[config.mk]
export PLATFORM = sky130hd
export DESIGN_NAME = instruction_ram_loader
export DESIGN_NICKNAME = d
export VERILOG_FILES = /design/src/rtl/instruction_ram_loader.sv
export SDC_FILE = /design/constraint.sdc
export NUM_CORES = 1
export LEC_CHECK = 0
export BUFFER_PORTS_ARGS = -buffer_cell sky130_fd_sc_hd__buf_2
export CORE_MARGIN = 1
export CORE_UTILIZATION = 47
export DETAILED_ROUTE_END_ITERATION = 16
export HOLD_SLACK_MARGIN = 0.05
export PLACE_DENSITY = 0.75
export SLEW_MARGIN = 20
export SYNTH_ARGS = -nofsm -noshare
export SYNTH_HDL_FRONTEND = slang
export SYNTH_SLANG_ARGS = --single-unit
[constraint.sdc]
create_clock -name clock -period 1.6 [get_ports clock]
set_input_delay 0 -clock clock [delete_from_list [all_inputs] [get_ports clock]]
set_output_delay 0 -clock clock [all_outputs]
set_load 0.005 [all_outputs]
[src/rtl/instruction_ram_loader.sv]
// Instruction RAM loader: assembles a byte stream into 32-bit words, writes
// them to the instruction RAM and stalls the processor while a load runs.
module instruction_ram_loader #(
  parameter int unsigned WORD_BYTES = 4
) (
  input  logic        clock,
  input  logic        reset,
  input  logic        load_start,
  input  logic [9:0]  load_base,
  input  logic [9:0]  load_length,
  input  logic        load_abort,
  input  logic [7:0]  byte_in,
  input  logic        byte_valid,
  output logic        byte_ready,
  output logic [31:0] i_ram_input,
  output logic [9:0]  i_ram_writing_address,
  output logic        flag_write_i_ram,
  output logic        cpu_hold,
  output logic        load_busy,
  output logic        load_done,
  output logic        load_aborted,
  output logic [31:0] load_checksum
);

  localparam int unsigned IDX_W = $clog2(WORD_BYTES);
  localparam logic [IDX_W-1:0] LAST_IDX = IDX_W'(WORD_BYTES - 1);

  typedef enum logic [1:0] {IDLE, COLLECT, WRITE, DONE} state_t;

  state_t           state;
  logic [IDX_W-1:0] byte_idx;
  logic [9:0]       addr;
  logic [9:0]       remaining;
  logic [31:0]      word;
  logic [31:0]      checksum;
  logic             aborted;

  // Load sequencer: parameter capture, byte assembly, write and completion.
  always_ff @(posedge clock) begin
    if (reset) begin
      state     <= IDLE;
      byte_idx  <= '0;
      addr      <= '0;
      remaining <= '0;
      word      <= '0;
      checksum  <= '0;
      aborted   <= 1'b0;
    end else begin
      case (state)
        IDLE: begin
          if (load_start) begin
            addr      <= load_base;
            remaining <= load_length;
            checksum  <= '0;
            byte_idx  <= '0;
            aborted   <= 1'b0;
            state     <= (load_length == 10'd0) ? DONE : COLLECT;
          end
        end
        COLLECT: begin
          if (load_abort) begin
            aborted  <= 1'b1;
            byte_idx <= '0;
            state    <= IDLE;
          end else if (byte_valid) begin
            // Shifting in from the bottom leaves byte 0 in [31:24] once all
            // four bytes are in; any partial word is fully overwritten.
            word <= {word[23:0], byte_in};
            if (byte_idx == LAST_IDX) begin
              byte_idx <= '0;
              state    <= WRITE;
            end else begin
              byte_idx <= byte_idx + IDX_W'(1);
            end
          end
        end
        WRITE: begin
          checksum  <= checksum ^ word;
          addr      <= addr + 10'd1;
          remaining <= remaining - 10'd1;
          if (load_abort) begin
            aborted <= 1'b1;
            state   <= IDLE;
          end else begin
            state <= (remaining == 10'd1) ? DONE : COLLECT;
          end
        end
        DONE: begin
          state <= IDLE;
        end
        default: state <= IDLE;
      endcase
    end
  end

  // Outputs decoded straight from the state register and datapath registers.
  always_comb begin
    byte_ready            = (state == COLLECT);
    flag_write_i_ram      = (state == WRITE);
    load_busy             = (state != IDLE);
    load_done             = (state == DONE);
    cpu_hold              = (state != IDLE) || load_start;
    i_ram_input           = word;
    i_ram_writing_address = addr;
    load_aborted          = aborted;
    load_checksum         = checksum;
  end

endmodule

## Word-level counts from Yosys, hierarchy flattened

Index checks and enable logic that the tools add are counted.

- Bits in registers: 89
- Logic and storage cells: 56
- Output and inout bits: 80

- Reductions and logical operators: 13
- Bitwise operators: 2
- Multiplexer cells: 22
- Equal/unequal tests: 9
- $add $sub $neg: 3

Operator list:

| cell | number |
|---|---|
| $pmux W32 S2 | 1 |
| $pmux W10 S2 | 2 |
| $mux W32 | 1 |
| $xor A32 B32 Y32 | 1 |
| $mux W2 | 11 |
| $mux W10 | 2 |
| $reduce_and A3 Y1 | 4 |
| $add A10 B1 Y10 const B | 1 |
| $eq A10 B1 Y1 const B | 1 |
| $logic_not A10 Y1 | 1 |
| $sub A10 B1 Y10 const B | 1 |
| $pmux W2 S4 | 1 |
| $reduce_bool A2 Y1 | 4 |
| $eq A2 B2 Y1 const B | 3 |
| $pmux W2 S2 | 1 |
| $ne A3 B2 Y1 const B | 1 |
| $ne A3 B3 Y1 const B | 1 |
| $add A2 B1 Y2 const B | 1 |
| $eq A2 B1 Y1 const B | 1 |
| $logic_not A2 Y1 | 1 |
| $mux W1 | 2 |
| $ne A2 B1 Y1 const B | 1 |
| $ne A2 B2 Y1 const B | 1 |
| $pmux W1 S2 | 1 |
| other kinds (4) | 4 |

## Logic depth before layout (Yosys ltp)

Gate-level depths: netlist (run 1).

- Depth after elaboration: 5
- Mapped depth: 9
- Depth with buffers taken out: 7

## Least setup slack after synthesis (run 1)

Ideal clock, no wire load.

- Kind: reg-to-reg
- Start point: reg state[0]
- End point: reg addr[8] (netlist: i_ram_writing_address[8])
- Path slack: -0.065 ns
- Period minus slack after synthesis: 1.665 ns
- Stages on the path, launching flop included: 8
- Arrival time: 1.531 ns
- Library setup time: 0.134 ns
- Buffers on the path: 2
- Path through: dfxtp_1 -> inv_1 -> ha_1 -> buf_6 -> mux2_4 -> buf_6 -> a311oi_1 -> a311oi_2

- Cells in the longest elaborated chain, start to end: 3
- Elaborated cells on any way between the ends: 6
- Classes of those cells: eq/ne (2); mux (1); reduce/logical (3)

RTL lines:

| element | RTL line | RTL |
|---|---|---|
| start, declared | 30 | `state_t state;` |
| start signal, assigned | 57 | `state <= (load_length == 10'd0) ? DONE : COLLECT;` |
| start signal, assigned | 85 | `state <= (remaining == 10'd1) ? DONE : COLLECT;` |
| $eq A2 B2 Y1 / $logic_not A2 Y1 (equally long branches) | 49 | `case (state)` |
| $reduce_bool A2 Y1 (no line) / $ne A2 B2 Y1 (equally long branches) | - |  |
| $reduce_and A2 Y1 (no line) | - |  |
| end signal, assigned | 52 | `addr <= load_base;` |
| end signal, assigned | 79 | `addr <= addr + 10'd1;` |
| end, declared | 32 | `logic [9:0] addr;` |

Several ways; a longest one is shown, not always the timed one.
A chain may end at the register's enable or synchronous reset.

## Final worst setup path (run 1)

- Start point: reg state[1]
- End point: reg checksum[8] (netlist: load_checksum[8])

- Cells in the longest elaborated chain, start to end: 3
- Elaborated cells on any way between the ends: 6
- Classes of those cells: eq/ne (2); mux (1); reduce/logical (3)

RTL lines:

| element | RTL line | RTL |
|---|---|---|
| $eq A2 B2 Y1 / $logic_not A2 Y1 (equally long branches) | 49 |  |
| $reduce_bool A2 Y1 (no line) / $ne A2 B2 Y1 (equally long branches) | - |  |
| $reduce_and A2 Y1 (no line) | - |  |
| end signal, assigned | 78 | `checksum <= checksum ^ word;` |
| end, declared | 35 | `logic [31:0] checksum;` |

Several ways; a longest one is shown, not always the timed one.

==> results of run 1 <==
logic make-up after synthesis:
group | count (synthesis) | share of synthesized area
AND/OR/NAND/NOR | 204 | 0.225
buffers and inverters | 38 | 0.0479
adder cells (fa/ha/maj) | 8 | 0.0257
AO/OA/AOI/OAI | 95 | 0.145
multiplexers | 8 | 0.0228
XOR/XNOR | 34 | 0.0765
flip-flops | 89 | 0.457
final cells by class:
cell class,count,area share
clock buffers,10,0.0226
well taps,102,0.0226
clock inverters,6,0.00885
multi-input cells,349,0.405
repair buffers,172,0.217
flip-flops and latches,89,0.316
inverters,10,0.00752
worst max-delay path, cell delays in order (launching register included):
cell     delay (ns)
dfxtp_4        0.38
inv_4          0.07
ha_4           0.18
mux2_4         0.40
buf_12         0.18
nand2_1        0.08
xor2_1         0.19
nor2_1         0.07
sequential cells by signal (all words and copies together), names as in the netlist:
register	count
remaining	10
i_ram_writing_address	10
load_checksum	32
state	2
load_aborted	1
byte_idx	2
i_ram_input	32
stage by stage:
| stage | power [mW] | instances | util | hold slack, ns |
|---|---|---|---|---|
| global route | 6.20 | 738 | 0.717 | 0.107 |
| CTS | 5.64 | 733 | 0.660 | 0.0647 |
| detailed placement | 4.15 | 688 | 0.599 | 0.246 |
| global placement | 4.12 | 688 | 0.599 | 0.246 |
| floorplan | 3.53 | 476 | - | 0.136 |
| finish | 5.93 | 738 | 0.717 | 0.0716 |
power groups by stage:
stage | combinational (mW) | clock (mW) | sequential [mW]
after detailed placement | 1.59 | 0 | 2.56
after floorplan | 0.986 | 0 | 2.54
after CTS | 1.68 | 1.44 | 2.52
after global placement | 1.56 | 0 | 2.56
final | 1.96 | 1.42 | 2.55
after global routing | 2.11 | 1.53 | 2.56
synth_stat cells, drive strengths merged:
cell type  number
clkbuf         10
a221oi          1
o2bb2ai         2
xnor2           1
o21ai          17
nand2b          3
nand3b          1
nor3b           2
and2            3
a31oi           2
nor4b           1
nand3           8
nand4           3
inv            10
o41ai           1
a21oi          53
buf            18
a32o            1
nor2b           7
nand2         110
xor2           33
ha              8
mux2i           7
o22ai           1
or3             2
a311oi          2
dfxtp          89
and4b           1
mux2            1
o221ai          3
o21a            1
nor3            8
nor4            5
o31ai           2
a21o            1
a22oi           3
o211ai          1
nor2           50
a211oi          4
worst min path at each step:
stage,endpoint,from,cells past startpoint,slack [ns]
floorplan,i_ram_input[0]$_SDFFE_PP0P_,byte_in[0],2,0.14
global placement,i_ram_input[2]$_SDFFE_PP0P_,byte_in[2],3,0.25
detailed placement,i_ram_input[2]$_SDFFE_PP0P_,byte_in[2],3,0.25
CTS,state[1]$_SDFFE_PP0P_,byte_valid,4,0.06
global route,state[1]$_SDFFE_PP0P_,byte_valid,4,0.11
finish,i_ram_writing_address[7]$_SDFFE_PP0P_,load_base[7],4,0.07
timing repair:
item | 4_1_cts | 5_1_grt
hold endpoints to repair | 25 | 0
pin swaps | 1 | 36
setup buffers | 1 | 1
resized for setup | 4 | 102
hold buffers | 28 | 0
setup endpoints to repair | 87 | 89
gates cloned | 0 | 4
routing by layer:
metal / global-route usage / up-vias / share of wire
met2: 0.415 / 118 / 0.50
li1: - / 1904 / -
met5: 0 / - / 0
met4: 0.0910 / 0 / 0.019
met1: 0.305 / 1895 / 0.44
met3: 0.0374 / 20 / 0.038
==> run_results.csv, run 1 <==
group,metric,value,unit
power,p_sw_frac,0.348,
critical_path,start_kind,"register",
timing,setup_viol,25,
drt,wirelength,11.4,mm
timing,slew_violations,0,
final_layout,fin_nets,672,
die,rows,32,
yosys,synthTopCellsByArea,"dfxtp_1 46%, nand2_1 11%, xor2_1 7.4%",
place,place_congestion,0.876,
drt,dr.pass1.iters,4,
clock_network,clkLatencyLatePin,0.35,ns
timing,setup_ws,-0.0640,ns
drt,via_count,3937,
die,die_area,0.00866,mm²
job,maxCapViolations,0,
timing,fmax,601,MHz
die,start_util,0.494,
timing,fin_worst_skew,0.0108,ns
grt,grt_max_degree,44,
grt,gr-total-overflow,0,
final_layout,drive_gt1_frac,0.388,
timing,rsz0062_at_grt,"true",
final_layout,final_common_cell,"buf_2",
power,switching_power,2.06,mW
critical_path,required,1.84,ns
critical_path,crit_path_end,"load_checksum[8]$_SDFFE_PP0P_",
die,die_w,93.0,µm
drt,viasPerCell,5.33,
clock_network,root_buffer,"clkbuf_8",
critical_path,worstPathMaxFanout,17,
critical_path,r2r_start,"state[1]$_SDFFE_PP0P_",
place,dp_hpwl,7.08,mm
final_layout,design_area,0.00566,mm²
final_layout,regArea,0.00179,mm²
die,core,0.00789,mm²
final_layout,n_antenna_cell,0,
final_layout,area_growth_syn_to_layout,45.2,%
yosys,synthCells,476,
die,num_io_pins,113,
critical_path,critPathLaunch,"state[1]$_SDFFE_PP0P_",
critical_path,endpoint_kind,"register",
critical_path,arrival,1.91,ns
critical_path,r2r_slack,-0.06,ns
clock_network,cts_made_buffers,9,
drt,drt_iter0_drc,232,
yosys,synth_top_area_frac,0.457,
grt,grt_pass1_wl,16.7,mm
final_layout,mostFrequentLayoutCells,"112 x buf_2, 87 x dfxtp_1, 67 x nand2_1",
status,failed_checks,"negative setup slack",
yosys,ys_types,47,
final_layout,multi_input_area,0.00229,mm²
die,die_h,93.0,µm
clock_network,htreeDepth,3,
drt,drc,0,
clock_network,cts_sinks,89,
yosys,postSynthAreaPerCell,8.18,µm²
grt,antenna_found_initial,0,
timing,period_needed,1.66,ns
place,portBuffers,112,
worst_hold_path,min_path_type,"in -> reg",
critical_path,path_class,"reg -> reg",
yosys,synth_area_leader_cell,"dfxtp_1",
timing,worst_pin_slew,0.412,ns
clock_network,clkTransAtPathRegs,0.10,ns
yosys,synth_nets,517,
power,pwr-share-clk,0.240,
critical_path,reg2reg_to,"load_checksum[8]$_SDFFE_PP0P_",
place,dpl_cell_area,0.00472,mm²
power,p_int,3.86,mW
grt,grt_pass1_vias,3519,
drt,ant_nets,0,
yosys,ys_ff_latch,89,
yosys,synth_area,0.00389,mm²
timing,period_share,1.04,
drt,wl_per_cell,15.5,µm
power,ir_drop,0.581,mV
clock_network,cts_tree,"yes",
yosys,yosysWarnings,0,
critical_path,worstRegToRegCells,7,
timing,hold_viol,0,
timing,fin_tns_setup,-0.278,ns
place,pre_cts_slack,-0.120,ns
status,status,"finished with violations",
yosys,yosysSeqAreaShare,0.457,
power,powerDensity,1050,mW/mm²
clock_network,clock_path_buffers,2,
power,p_leak,2.56,nW
grt,grt_use_total,0.242,
final_layout,fill_cells,592,
power,seq_power_share,0.429,
power,comb_power_share,0.330,
timing,max_slew_margin,0.723,
No activity file was read; power rests on OpenSTA's default activity.
==> run 2: changes to the inputs <==
- CORE_UTILIZATION: 47 -> 56
- PLACE_DENSITY: 0.75 -> 0.84
- clock period: 1.6 -> 2.03 ns (I/O delays scaled with it)
==> run 2 against run 1 <==
Compared with the run above:
- the flow now finishes without violations
- via count fell by 3.2%
- register-to-register slack gained 0.31 ns
- sequential share of layout area is 4.0 points higher
- sequential cell count did not move
- clock power decreased by 9%
- power shrank 25%
- non-clock buffer count shrank 23
==> run_results.csv, run 2 (synthesis gave the netlist of run 1 again) <==
group,metric,value,unit
clock_network,cts_sinks,89,
final_layout,final_common_cell,"buf_2",
grt,antenna_found_initial,0,
timing,rsz0062_at_grt,"false",
critical_path,max_stage_delay,0.40,ns
clock_network,root_buffer,"clkbuf_8",
critical_path,crit_slowest_cell,"nor2b_2",
final_layout,drive_gt1_frac,0.241,
final_layout,fill_cells,505,
die,num_io_pins,113,
place,dp_hpwl,6.58,mm
critical_path,arrival,1.85,ns
die,die_h,85.4,µm
critical_path,path_class,"reg -> out",
die,start_util,0.576,
drt,viasPerCell,5.50,
critical_path,start_kind,"register",
critical_path,required,2.03,ns
timing,period_share,0.913,
power,powerDensity,884,mW/mm²
timing,worst_pin_slew,0.538,ns
drt,drt_iter0_drc,251,
drt,via_count,3810,
final_layout,area_growth_syn_to_layout,28.4,%
grt,grt_pass1_vias,3550,
status,status,"completed",
drt,dr.pass1.iters,5,
drt,wirelength,9.94,mm
drt,wl_per_cell,14.3,µm
power,ir_drop,0.527,mV
worst_hold_path,min_path_type,"in -> reg",
place,place_congestion,0.848,
die,rows,30,
timing,max_slew_margin,0.639,
timing,setup_viol,0,
place,portBuffers,112,
job,maxCapViolations,0,
timing,fin_worst_skew,0.0131,ns
die,die_area,0.00729,mm²
grt,grt_max_degree,33,
critical_path,worstPathMaxFanout,7,
grt,grt_pass1_wl,16.0,mm
die,die_w,85.4,µm
critical_path,cp_common_cell,"inv_1",
timing,fmax,539,MHz
place,dp.cells,651,
drt,ant_nets,0,
grt,grt_use_total,0.274,
timing,hold_viol,0,
drt,drc,0,
clock_network,clock_path_buffers,2,
timing,slew_violations,0,
critical_path,crit_chain,"inv_1, ha_1, nor2b_2, inv_1, buf_2",
power,p_leak,2.14,nW
clock_network,clkTransAtPathRegs,0.09,ns
clock_network,clkLatencyLatePin,0.36,ns
die,core,0.00676,mm²
final_layout,mostFrequentLayoutCells,"112 x buf_2, 110 x nand2_1, 89 x dfxtp_1",
clock_network,cts_made_buffers,9,
timing,fin_tns_setup,0,ns
final_layout,fin_nets,649,
final_layout,finalNonFillerCells,693,
clock_network,htreeDepth,3,
clock_network,cts_tree,"yes",
grt,gr-total-overflow,0,
critical_path,endpoint_kind,"output pin",
timing,period_needed,1.85,ns
final_layout,n_antenna_cell,0,
-- run 2: changes by cell type in the layout (fill, tap and decap cells not counted), sizes merged --
| cell | change |
|---|---|
| clkbuf | -3 |
| bufinv | +1 |
| clkinvlp | +1 |
| buf | -18 |
| clkinv | -2 |
| dlygate4sd3 | -2 |
-- run 2: path summary, 6_finish.rpt --
kind / start / end / slack, ns / depth (start not counted)
setup / recovery: state[1]$_SDFFE_PP0P_ / cpu_hold / 0.18 / 5
hold / removal: byte_valid / state[1]$_SDFFE_PP0P_ / 0.05 / 4
setup reg to reg: state[0]$_SDFFE_PP0P_ / load_checksum[22]$_SDFFE_PP0P_ / 0.25 / 7
hold reg to reg: i_ram_input[30]$_SDFFE_PP0P_ / i_ram_input[30]$_SDFFE_PP0P_ / 0.48 / 2
-- run 2: area by class of cell --
class,count,area (µm²),area share
multi-input cells,349,1930,0.386
clock buffers,10,138,0.0275
repair buffers,149,941,0.188
well taps,80,100,0.0200
flip-flops and latches,89,1780,0.356
inverters,10,37.5,0.00751
clock inverters,6,72.6,0.0145
-- run 2: what timing repair did --
action | 4_1_cts | 5_1_grt
endpoints found under the hold margin | 24 | 0
resized for setup | 1 | 0
setup endpoints to repair | 1 | 0
hold buffers | 26 | 0
buffers inserted | 0 | 0
-- run 2: worst max-delay path: cells and delay by family (launching register included) --
family        cells  cell delay (ns)
buf+inv           3             0.45
simple gates      1             0.40
flops             1             0.35
fa+ha+maj         1             0.29
-- run 2: through the flow --
stage                     power, mW  area, µm²  setup WS (ns)   util  hold WS, ns
final                          4.42       5000          0.176  0.740       0.0486
after global routing           4.64       5000         0.0891  0.740       0.0713
after CTS                      4.41       5000          0.202  0.740       0.0547
after floorplan                2.77       3890          0.365      -        0.136
after detailed placement       3.10       4530          0.174  0.670        0.251
after global placement         3.07       4530          0.318  0.670        0.244
-- run 2: power breakdown --
part | internal [mW] | total (mW) | switching [mW]
logic | 0.484 | 1.14 | 0.656
clock network | 0.615 | 1.29 | 0.679
registers | 1.86 | 1.99 | 0.130
-- run 2: routing by layer --
| metal | wire length (µm) | vias to the layer above | global-route usage | share of wire |
|---|---|---|---|---|
| met5 | 0 | - | 0 | 0 |
| met1 | 4220 | 1801 | 0.331 | 0.42 |
| met2 | 5000 | 142 | 0.480 | 0.50 |
| met3 | 581 | 13 | 0.0409 | 0.058 |
| li1 | - | 1854 | - | - |
| met4 | 134 | 0 | 0.124 | 0.013 |
==> run 3: changes to the inputs <==
- ABC_AREA: default -> 1
==> run 3 against run 2 <==
Compared with the run above:
- cell count grew 11%
- first-iteration DRC count shrank 14%
- routed wire length grew 7.1%
- maximum frequency shrank 0.42%
- sequential share of layout area shrank 0.57 points
- clock skew shrank 0.0047 ns
- via count grew 7.5%
- critical path depth grew 3
- global-route usage grew 1.1 points
- core utilization grew 0.79 points
- combinational power grew 56%
- worst setup slack lost 0.0078 ns
- critical endpoint is now load_checksum[8]$_SDFFE_PP0P_
- highest routed layer unchanged
==> run_results.csv, run 3 <==
group,metric,value,unit
power,comb_power_share,0.347,
yosys,yosysSeqAreaShare,0.453,
grt,grt_use_total,0.285,
timing,fin_tns_setup,0,ns
drt,dr.pass1.iters,5,
grt,grt_pass1_vias,3656,
final_layout,n_antenna_cell,0,
yosys,synth_area_leader_cell,"dfxtp_1",
final_layout,drive_gt1_frac,0.213,
clock_network,cts_tree,"yes",
clock_network,htreeDepth,3,
place,portBuffers,112,
power,p_leak,2.23,nW
die,die_area,0.00737,mm²
clock_network,cts_sinks,89,
yosys,yosysWarnings,0,
grt,grt_max_degree,65,
clock_network,root_buffer,"clkbuf_8",
yosys,ys_ff_latch,89,
drt,via_count,4097,
power,pwr-share-clk,0.220,
place,dp.cells,724,
die,die_w,85.8,µm
final_layout,fin_nets,712,
critical_path,r2r_slack,0.17,ns
grt,antenna_found_initial,0,
drt,drt_iter0_drc,215,
timing,hold_viol,0,
grt,gr-total-overflow,0,
die,die_h,85.8,µm
yosys,ys.flop_type,"dfxtp_1",
place,place_congestion,0.912,
power,seq_power_share,0.433,
critical_path,required,2.28,ns
timing,period_needed,1.86,ns
yosys,synthCells,538,
place,dp_hpwl,6.72,mm
die,rows,30,
yosys,synth_nets,579,
drt,drc,0,
status,status,"completed",
timing,max_slew_margin,0.681,
power,p_sw_frac,0.392,
critical_path,arrival,2.11,ns
yosys,ys_types,25,
yosys,yosysMostFrequentCell,"dfxtp_1",
die,num_io_pins,113,
final_layout,area_growth_syn_to_layout,29.1,%
critical_path,endpoint_kind,"register",
final_layout,final_common_cell,"buf_2",
critical_path,r2r_start,"state[1]$_SDFFE_PP0P_",
drt,viasPerCell,5.31,
yosys,synth_area,0.00394,mm²
drt,wirelength,10.6,mm
timing,slew_violations,0,
drt,wl_per_cell,13.8,µm
critical_path,worstPathMaxFanout,38,
clock_network,clock_path_buffers,2,
yosys,synthTopCellsByCount,"89 x dfxtp_1, 85 x a21oi_1, 82 x o21ai_0",
yosys,synthTopCellsByArea,"dfxtp_1 45%, a21oi_1 11%, o21ai_0 10%",
timing,setup_viol,0,
clock_network,cts_made_buffers,9,
final_layout,finalNonFillerCells,772,
grt,grt_pass1_wl,16.6,mm
die,core,0.00679,mm²
clock_network,clkTransAtPathRegs,0.10,ns
yosys,synth_top_area_frac,0.453,
critical_path,critPathLaunch,"state[1]$_SDFFE_PP0P_",
job,maxCapViolations,0,
drt,ant_nets,0,
yosys,synth_edf_count,0,
power,powerDensity,1010,mW/mm²
worst_hold_path,min_path_type,"in -> reg",
clock_network,clkLatencyLatePin,0.36,ns
critical_path,start_kind,"register",
timing,fmax,537,MHz
worst_hold_path,hp-start,"load_length[2]",
yosys,postSynthAreaPerCell,7.31,µm²
final_layout,fill_cells,503,
power,ir_drop,1.15,mV
yosys,synth-async-reset-ratio,0,
timing,period_share,0.917,
timing,fin_worst_skew,0.00838,ns
power,switching_power,2.01,mW
final_layout,mostFrequentLayoutCells,"112 x buf_2, 89 x dfxtp_1, 85 x a21oi_1",
critical_path,path_class,"reg -> reg",
timing,worst_pin_slew,0.478,ns
power,p_int,3.13,mW
final_layout,fin_util,0.748,
die,start_util,0.579,
-- run 3: power by group through the flow --
stage / combinational (mW) / clock [mW] / sequential [mW]
floorplan: 1.15 / 0 / 2.23
global placement: 1.60 / 0 / 2.25
detailed placement: 1.66 / 0 / 2.26
CTS: 1.72 / 1.13 / 2.22
global route: 1.98 / 1.22 / 2.27
finish: 1.78 / 1.13 / 2.23
-- run 3: metal layers --
metal / wire, µm / vias to the layer above / GRT usage
met4: 129 / 0 / 0.121
met2: 5270 / 167 / 0.485
li1: - / 2057 / -
met1: 4570 / 1859 / 0.358
met3: 672 / 14 / 0.0491
met5: 0 / - / 0
-- run 3: path summary, 6_finish.rpt --
path / end / depth (start not counted)
min reg2reg: load_checksum[24]$_SDFFE_PP0P_ / 1
min: remaining[2]$_SDFFE_PP0P_ / 5
max: load_checksum[8]$_SDFFE_PP0P_ / 8
max reg2reg: load_checksum[8]$_SDFFE_PP0P_ / 8
-- run 3: repair_timing --
action	4_1_cts	5_1_grt
endpoints found under the hold margin	31	0
resized for setup	0	5
endpoints found under the setup margin	0	9
buffers inserted	0	1
hold buffers	30	0
-- run 3: per-stage QoR --
| stage | area (µm²) | hold WS [ns] | power [mW] | worst slack [ns] |
|---|---|---|---|---|
| after floorplan | 3940 | 0.119 | 3.38 | 0.491 |
| after global placement | 4570 | 0.276 | 3.85 | 0.282 |
| after detailed placement | 4570 | 0.285 | 3.92 | 0.177 |
| after CTS | 5050 | 0.0502 | 5.07 | 0.135 |
| after global routing | 5080 | 0.0653 | 5.46 | -0.00676 |
| final | 5080 | 0.0512 | 5.14 | 0.169 |
-- run 3: critical path: stages (launching register included) --
cell and delay [ns]:
dfxtp_1 0.34, inv_1 0.10, ha_1 0.30, nand2_2 0.17, o21ai_4 0.11, buf_6 0.32
nor2_1 0.11, o21ai_0 0.22, a21oi_1 0.07
-- run 3: logic make-up after synthesis --
family / share of synthesized area
compound gates: 0.238
flops: 0.453
fa+ha+maj: 0.0254
buf+inv: 0.0935
simple gates: 0.191
-- run 3: cell type report --
cell class / count / area (µm²) / share of cell area
sequential: 89 / 1780 / 0.351
multi-input combinational: 360 / 1810 / 0.355
timing repair buffer: 149 / 955 / 0.188
clock buffer: 10 / 128 / 0.0251
clock inverter: 6 / 48.8 / 0.00960
inverter: 61 / 235 / 0.0463
tap: 96 / 120 / 0.0236
timing repair inverter: 1 / 7.51 / 0.00148
